`src/rtl/control_sequencer.sv`:
```
// Fetch/decode/execute sequencer for the 16-bit accumulator processor.
// Moore outputs decoded from the state register and the opcode/register field latched in DECODE.
module control_sequencer #(
  parameter bit HALT_ON_ILLEGAL = 1'b0
) (
  input  logic        clock,
  input  logic        reset,
  input  logic [15:0] ir,
  input  logic        z_flag,
  output logic [3:0]  read_en,
  output logic [10:0] write_en,
  output logic [1:0]  alu_op,
  output logic        pc_inc,
  output logic        halted
);

  typedef enum logic [2:0] {
    S_FETCH1,
    S_FETCH2,
    S_DECODE,
    S_EXEC1,
    S_EXEC2,
    S_HALT
  } state_t;

  localparam logic [3:0] OP_NOP  = 4'h0;
  localparam logic [3:0] OP_LDAC = 4'h1;
  localparam logic [3:0] OP_STAC = 4'h2;
  localparam logic [3:0] OP_MVAC = 4'h3;
  localparam logic [3:0] OP_MOVR = 4'h4;
  localparam logic [3:0] OP_ADD  = 4'h5;
  localparam logic [3:0] OP_SUB  = 4'h6;
  localparam logic [3:0] OP_JPNZ = 4'h7;
  localparam logic [3:0] OP_LDIM = 4'h8;
  localparam logic [3:0] OP_HALT = 4'hF;

  localparam logic [3:0] SRC_PC = 4'd1;
  localparam logic [3:0] SRC_AC = 4'd5;
  localparam logic [3:0] SRC_R  = 4'd6;
  localparam logic [3:0] SRC_DM = 4'd12;
  localparam logic [3:0] SRC_IM = 4'd13;

  state_t     state_q, state_d;
  logic [3:0] opcode_q, opcode_d;
  logic [2:0] n_q, n_d;

  // Only the opcode and register field of the instruction are decoded here.
  logic unused_ir_bits;
  assign unused_ir_bits = ^ir[11:3];

  always_ff @(posedge clock) begin
    if (reset) begin
      state_q  <= S_FETCH1;
      opcode_q <= '0;
      n_q      <= '0;
    end else begin
      state_q  <= state_d;
      opcode_q <= opcode_d;
      n_q      <= n_d;
    end
  end

  always_comb begin
    state_d  = state_q;
    opcode_d = opcode_q;
    n_d      = n_q;
    case (state_q)
      S_FETCH1: state_d = S_FETCH2;
      S_FETCH2: state_d = S_DECODE;
      S_DECODE: begin
        opcode_d = ir[15:12];
        n_d      = ir[2:0];
        case (ir[15:12])
          OP_NOP:  state_d = S_FETCH1;
          OP_HALT: state_d = S_HALT;
          4'h9, 4'hA, 4'hB, 4'hC, 4'hD, 4'hE:
            state_d = HALT_ON_ILLEGAL ? S_HALT : S_FETCH1;
          default: state_d = S_EXEC1;
        endcase
      end
      S_EXEC1: begin
        if (opcode_q == OP_LDAC || opcode_q == OP_JPNZ || opcode_q == OP_LDIM)
          state_d = S_EXEC2;
        else
          state_d = S_FETCH1;
      end
      S_EXEC2: state_d = S_FETCH1;
      S_HALT:  state_d = S_HALT;
      default: state_d = S_FETCH1;
    endcase
  end

  // Outputs are forced low while reset is asserted so an aborted instruction issues no strobe.
  always_comb begin
    read_en  = '0;
    write_en = '0;
    alu_op   = '0;
    pc_inc   = 1'b0;
    halted   = 1'b0;
    if (!reset) begin
      case (state_q)
        S_FETCH2: begin
          read_en     = SRC_IM;
          write_en[2] = 1'b1;
          pc_inc      = 1'b1;
        end
        S_EXEC1: begin
          case (opcode_q)
            OP_STAC: begin
              read_en      = SRC_AC;
              write_en[10] = 1'b1;
            end
            OP_MVAC: begin
              read_en = SRC_AC;
              if (n_q < 3'd6) write_en[4'd4 + {1'b0, n_q}] = 1'b1;
            end
            OP_MOVR, OP_ADD, OP_SUB: begin
              if (n_q < 3'd6) begin
                read_en     = SRC_R + {1'b0, n_q};
                write_en[3] = 1'b1;
                case (opcode_q)
                  OP_ADD:  alu_op = 2'b01;
                  OP_SUB:  alu_op = 2'b10;
                  default: alu_op = 2'b00;
                endcase
              end
            end
            default: ;
          endcase
        end
        S_EXEC2: begin
          case (opcode_q)
            OP_LDAC: begin
              read_en     = SRC_DM;
              write_en[3] = 1'b1;
            end
            OP_JPNZ: begin
              if (!z_flag) begin
                read_en     = SRC_IM;
                write_en[0] = 1'b1;
              end else begin
                pc_inc = 1'b1;
              end
            end
            OP_LDIM: begin
              read_en     = SRC_IM;
              write_en[1] = 1'b1;
              pc_inc      = 1'b1;
            end
            default: ;
          endcase
        end
        S_HALT: halted = 1'b1;
        default: ;
      endcase
    end
  end

  logic unused_src_pc;
  assign unused_src_pc = ^SRC_PC;

endmodule

```
`config.mk`:
```
export PLATFORM = sky130hd
export DESIGN_NAME = control_sequencer
export DESIGN_NICKNAME = d
export VERILOG_FILES = /design/src/rtl/control_sequencer.sv
export SDC_FILE = /design/constraint.sdc
export NUM_CORES = 1
export LEC_CHECK = 0
export ABC_AREA = 1
export BUFFER_PORTS_ARGS = -buffer_cell sky130_fd_sc_hd__buf_4
export CORE_MARGIN = 5
export CORE_UTILIZATION = 45
export CTS_CLUSTER_DIAMETER = 30
export DETAILED_ROUTE_END_ITERATION = 8
export PLACE_DENSITY_LB_ADDON = 0.25
export SETUP_SLACK_MARGIN = 0.2
export SYNTH_ARGS = -nofsm -noshare
export SYNTH_HDL_FRONTEND = slang
export SYNTH_SLANG_ARGS = --single-unit
```
`constraint.sdc`:
```
create_clock -name clock -period 2.29 [get_ports clock]
set_clock_uncertainty 0.1 [all_clocks]
set_input_delay 0.229 -clock clock [delete_from_list [all_inputs] [get_ports clock]]
set_output_delay 0.229 -clock clock [all_outputs]
set_load 0.005 [all_outputs]
```
== Yosys cells after proc, flatten, opt, wreduce, memory -nomap -nowiden ==
Memories as Yosys holds them, arrays and structs flattened.
Index checks and enable logic that the tools add are counted.

* Memories: 1
* Output and inout bits: 19
* Bits of input ports: 19
* Bits in read-only memories: 48
* Word-level logic and storage cells: 64
* Flip-flop bits (word level): 10

* $add $sub $neg: 2
* Multiplexer cells: 36
* Reductions and logical operators: 6
* Equal/unequal tests: 13
* Magnitude comparators: 3

{| class="wikitable"
|+ Memory list
! name !! depth !! bits a word !! read ports !! clocked after memory_dff !! write ports !! line !! text
|-
| (name not given) || 16 || 3 || 1 || 0 || 0 || 73 || <nowiki>case (ir[15:12])</nowiki>
|}

{| class="wikitable"
|+ Operators with widths
! operator !! number
|-
| 4-bit case mux with 3 select lines || 2
|-
| 11-bit 2-to-1 mux || 2
|-
| 4-bit by 3-bit equality test with 1-bit output (second input constant) || 4
|-
| 3-bit case mux with 5 select lines || 1
|-
| 4-bit 2-to-1 mux || 3
|-
| 1-bit case mux with 2 select lines || 6
|-
| 1-bit 2-to-1 mux || 10
|-
| 3-bit by 3-bit adder with 4-bit output (first input constant) || 2
|-
| 4-bit by 2-bit equality test with 1-bit output (second input constant) || 2
|-
| 2-bit 2-to-1 mux || 4
|-
| 2-bit case mux with 2 select lines || 2
|-
| 4-bit case mux with 2 select lines || 1
|-
| 7-bit 2-to-1 mux || 1
|-
| 3-bit by 2-bit equality test with 1-bit output (second input constant) || 2
|-
| 3-bit equality test (second input constant) || 2
|-
| 3-bit 2-to-1 mux || 2
|-
| 6-bit 2-to-1 mux || 1
|-
| 4-bit by 5-bit less-than comparator with 1-bit output (second input constant) || 1
|-
| 1-bit demux with 4-bit select || 1
|-
| 4-bit by 1-bit equality test with 1-bit output (second input constant) || 1
|-
| 4-bit equality test (second input constant) || 1
|-
| 4-bit by 1-bit greater-or-equal comparator with 1-bit output (second input constant) || 1
|-
| 3-bit by 1-bit equality test with 1-bit output (second input constant) || 1
|-
| 3-bit logical NOT || 1
|-
| other kinds (5) || 6
|}

== Longest topological paths before layout ==
* Word-level depth: 9
* Mapped depth: 8
* Gate-level depth less buffers: 8

== Least setup slack after synthesis ==
Ideal clock, no wire load.

* Kind: flip-flop to output port
* Start: register n_q[1]
* End: output port write_en[6]
* Arrival time: 1.134 ns
* Setup slack: 0.827 ns
* Buffers on the path: 0
* Stages on the path, launching flop included: 5
* Data required time: 1.961 ns
* Cell sequence: dfxtp_1 ha_1 nor2_1 nand2_1 nor4_1

* Word-level cells in the longest chain between the ends: 9
* Elaborated cells between the ends (all ways): 11
* Those cells by class: 1 x add/sub; 3 x order compare; 6 x mux; 1 x reduce/logical

{| class="wikitable"
|+ Ends and longest elaborated chain
! element !! line !! text
|-
| start, declared || 45 || <nowiki>logic [2:0] n_q, n_d;</nowiki>
|-
| start signal, assigned || 59 || <nowiki>n_q <= n_d;</nowiki>
|-
| 3-bit by 3-bit adder with 4-bit output || 115 || <nowiki>if (n_q < 3'd6) write_en[4'd4 + {1'b0, n_q}] = 1'b1;</nowiki>
|-
| 4-bit by 5-bit less-than comparator with 1-bit output (implied by the code) or 4-bit by 1-bit greater-or-equal comparator with 1-bit output (tied branches) || 115 ||
|-
| 1-bit logical AND (implied by the code) || 115 ||
|-
| 1-bit 2-to-1 mux (implied by the code) || 115 ||
|-
| 1-bit demux with 4-bit select || 115 ||
|-
| 11-bit 2-to-1 mux * || 115 ||
|-
| 6-bit 2-to-1 mux * || 108 || <nowiki>case (opcode_q)</nowiki>
|-
| 7-bit 2-to-1 mux * || 101 || <nowiki>case (state_q)</nowiki>
|-
| 11-bit 2-to-1 mux * || 100 || <nowiki>if (!reset) begin</nowiki>
|-
| end, declared || 11 || <nowiki>output logic [10:0] write_en,</nowiki>
|}

Every way passes the cells marked *; elsewhere a longest branch is shown, timed or not.

== Final worst setup path ==
Ends and elaborated chain as after synthesis.

==> flow_summary.json <==
{
  "outcome": "finished clean",
  "dp.final_hpwl_mm": 1.61,
  "row_count": 15,
  "fmax_mhz": 525,
  "cts_tree": "built",
  "rsz0062_at_grt": "no",
  "clock_path_buffers": 2,
  "syn_area_um2": 778,
  "final_core_util": 0.611,
  "gr-total-overflow": 0,
  "drt-total-wl_mm": 1.93,
  "synth_top_area_share": 0.257,
  "ys_ff_latch": 10,
  "leakage_nw": 0.505,
  "r2r_setup_slack_ns": 0.83,
  "vias": 921,
  "maxSlewViolCount": 0,
  "htreeDepth": 1,
  "ys.flop_type": "dfxtp_1",
  "ff2ff_path_depth": 4,
  "fin_area_um2": 1030,
  "async_reset_ff_frac": 0,
  "period_minus_slack_ns": 1.91,
  "grt_pass1_wl_mm": 3.24,
  "cp_num_buf_inv": 1,
  "antenna_found_initial": 0,
  "crit_path_start_kind": "flop",
  "worstPathArrival_ns": 1.58,
  "cp_num_cells": 5,
  "synth_nets": 153,
  "fin_crit_sh": 0.832,
  "viasPerCell": 5.15,
  "yosys_warnings": 0,
  "tightest_slew_ns": 0.449,
  "cts_inserted_buffers": 3,
  "ys_seq_area_frac": 0.257,
  "die-area_um2": 2660,
  "hold_violations": 0,
  "synth-edff-count": 0,
  "ios": 38,
  "insertion_delay_ns": 0.26,
  "place_worst_setup_slack_ns": 0.664,
  "synth_cell_types": 20,
  "placed_cell_area_um2": 993,
  "irDropWorstVdd_mv": 0.370,
  "hp-class": "primary input to flop",
  "layout_common_cells": "28 x buf_4, 23 x nor2_1, 20 x inv_1",
  "drv_cap": 0,
  "fin_ws_ns": 0.384,
  "worstPathRequired_ns": 1.96,
  "tns_ns": 0,
  "worstPathCellList": "ha_1, nor2_2, nand2_1, nor4_1, buf_4",
  "start_util": 0.461,
  "die_h_um": 51.6,
  "drive_gt1_frac": 0.247,
  "cp-end-kind": "output pin",
  "core_um2": 1690,
  "grt_pass1_vias": 792,
  "ant_nets": 0,
  "cts_root_buf": "clkbuf_4",
  "setup_violations": 0,
  "chipWidth_um": 51.6,
  "drtIter0Drc": 25,
  "avgRoutedWirePerCell_um": 10.8,
  "slowest_stage": "dfxtp_1",
  "grt_max_degree": 15,
  "power_density_nw_per_um2": 487,
  "diodes": 0,
  "synthCells": 132,
  "clk_pin_slew_ns": 0.06,
  "critPathKind": "flop to output pin",
  "hold-worst-slack_ns": 0.145,
  "critPathMaxStageDelay_ns": 0.35,
  "cp_top_family": "simple AND/OR/NAND/NOR gates",
  "drt_first_pass_iters": 4,
  "avgSynthCellArea_um2": 5.90,
  "port_buffers": 28,
  "final_common_cell": "buf_4",
  "num-nets-final": 184,
  "ys_top_cells_by_area": "dfxtp_1 26%, nor2_1 12%, inv_1 9.6%",
  "ctsHoldBuffers": 0,
  "drc_errors": 0,
  "whs_path_depth": 3,
  "yosysTopAreaCell": "dfxtp_1",
  "grt.total_usage": 0.159,
  "synthToLayoutAreaGrowth_pct": 32.6,
  "cp_max_fo": 5,
  "clkSinkCount": 10,
  "slew_headroom": 0.698,
  "gp_congestion": 0.846
}
cells by family after synthesis:
family	Yosys count	share of synthesized area
buf+inv	23	0.122
fa+ha+maj	2	0.0321
simple gates	73	0.434
flops	10	0.257
compound gates	24	0.154
power breakdown:
| group | switching, W | internal (W) | total [W] |
|---|---|---|---|
| clock network | 0.0000581 | 0.0000965 | 0.000155 |
| registers | 0.0000183 | 0.000192 | 0.000210 |
| logic | 0.0000832 | 0.0000547 | 0.000138 |
| total | 0.000160 | 0.000343 | 0.000502 |
synth_stat cells (2+ instances only):
cell type   n
dfxtp_1    10
ha_1        2
nor4_1      2
o21ai_0    11
nor3_1      6
nand2_1    19
nand2_2     2
nand3_1    14
nor2_1     24
a21oi_1    13
inv_1      20
per-stage QoR:
stage / total power (W) / instances
floorplan: 0.000306 / 132
global placement: 0.000347 / 175
detailed placement: 0.000352 / 175
CTS: 0.000506 / 179
global route: 0.000539 / 179
finish: 0.000502 / 179
per-layer routing:
layer | routed length [µm] | vias up | track usage
met3 | 102 | 4 | 0.0344
li1 | - | 493 | -
met5 | 0 | - | 0
met4 | 29 | 0 | 0.0655
met1 | 862 | 403 | 0.204
met2 | 935 | 21 | 0.256
tightest hold or removal path: stages:
cell and delay, ns:
buf_4 0.07, o21ai_0 0.07, a21oi_1 0.10
worst paths after layout:
kind | startpoint | end
setup / recovery | n_q[1] | write_en[6]
hold / removal | ir[1] | n_q[1]
setup reg to reg | state_q[1] | state_q[0]
hold reg to reg | opcode_q[2] | opcode_q[2]
area by class of cell:
| class | instances | area [µm²] |
|---|---|---|
| Clock buffer | 4 | 36.3 |
| Fill cell | 164 | 657 |
| Inverter | 21 | 78.8 |
| Multi-Input combinational cell | 99 | 485 |
| Sequential cell | 10 | 200 |
| Tap cell | 17 | 21.3 |
| Timing Repair Buffer | 28 | 210 |
repair_timing:
item / CTS / global route
setup endpoints to repair: 0 / 1
buffers inserted: 0 / 0
gates resized for setup: 0 / 1
flip-flops by register name, summed over array words and instances, names as in the netlist:
name	flops
n_q	3
opcode_q	4
state_q	3
No activity file was read; power rests on OpenSTA's default activity.
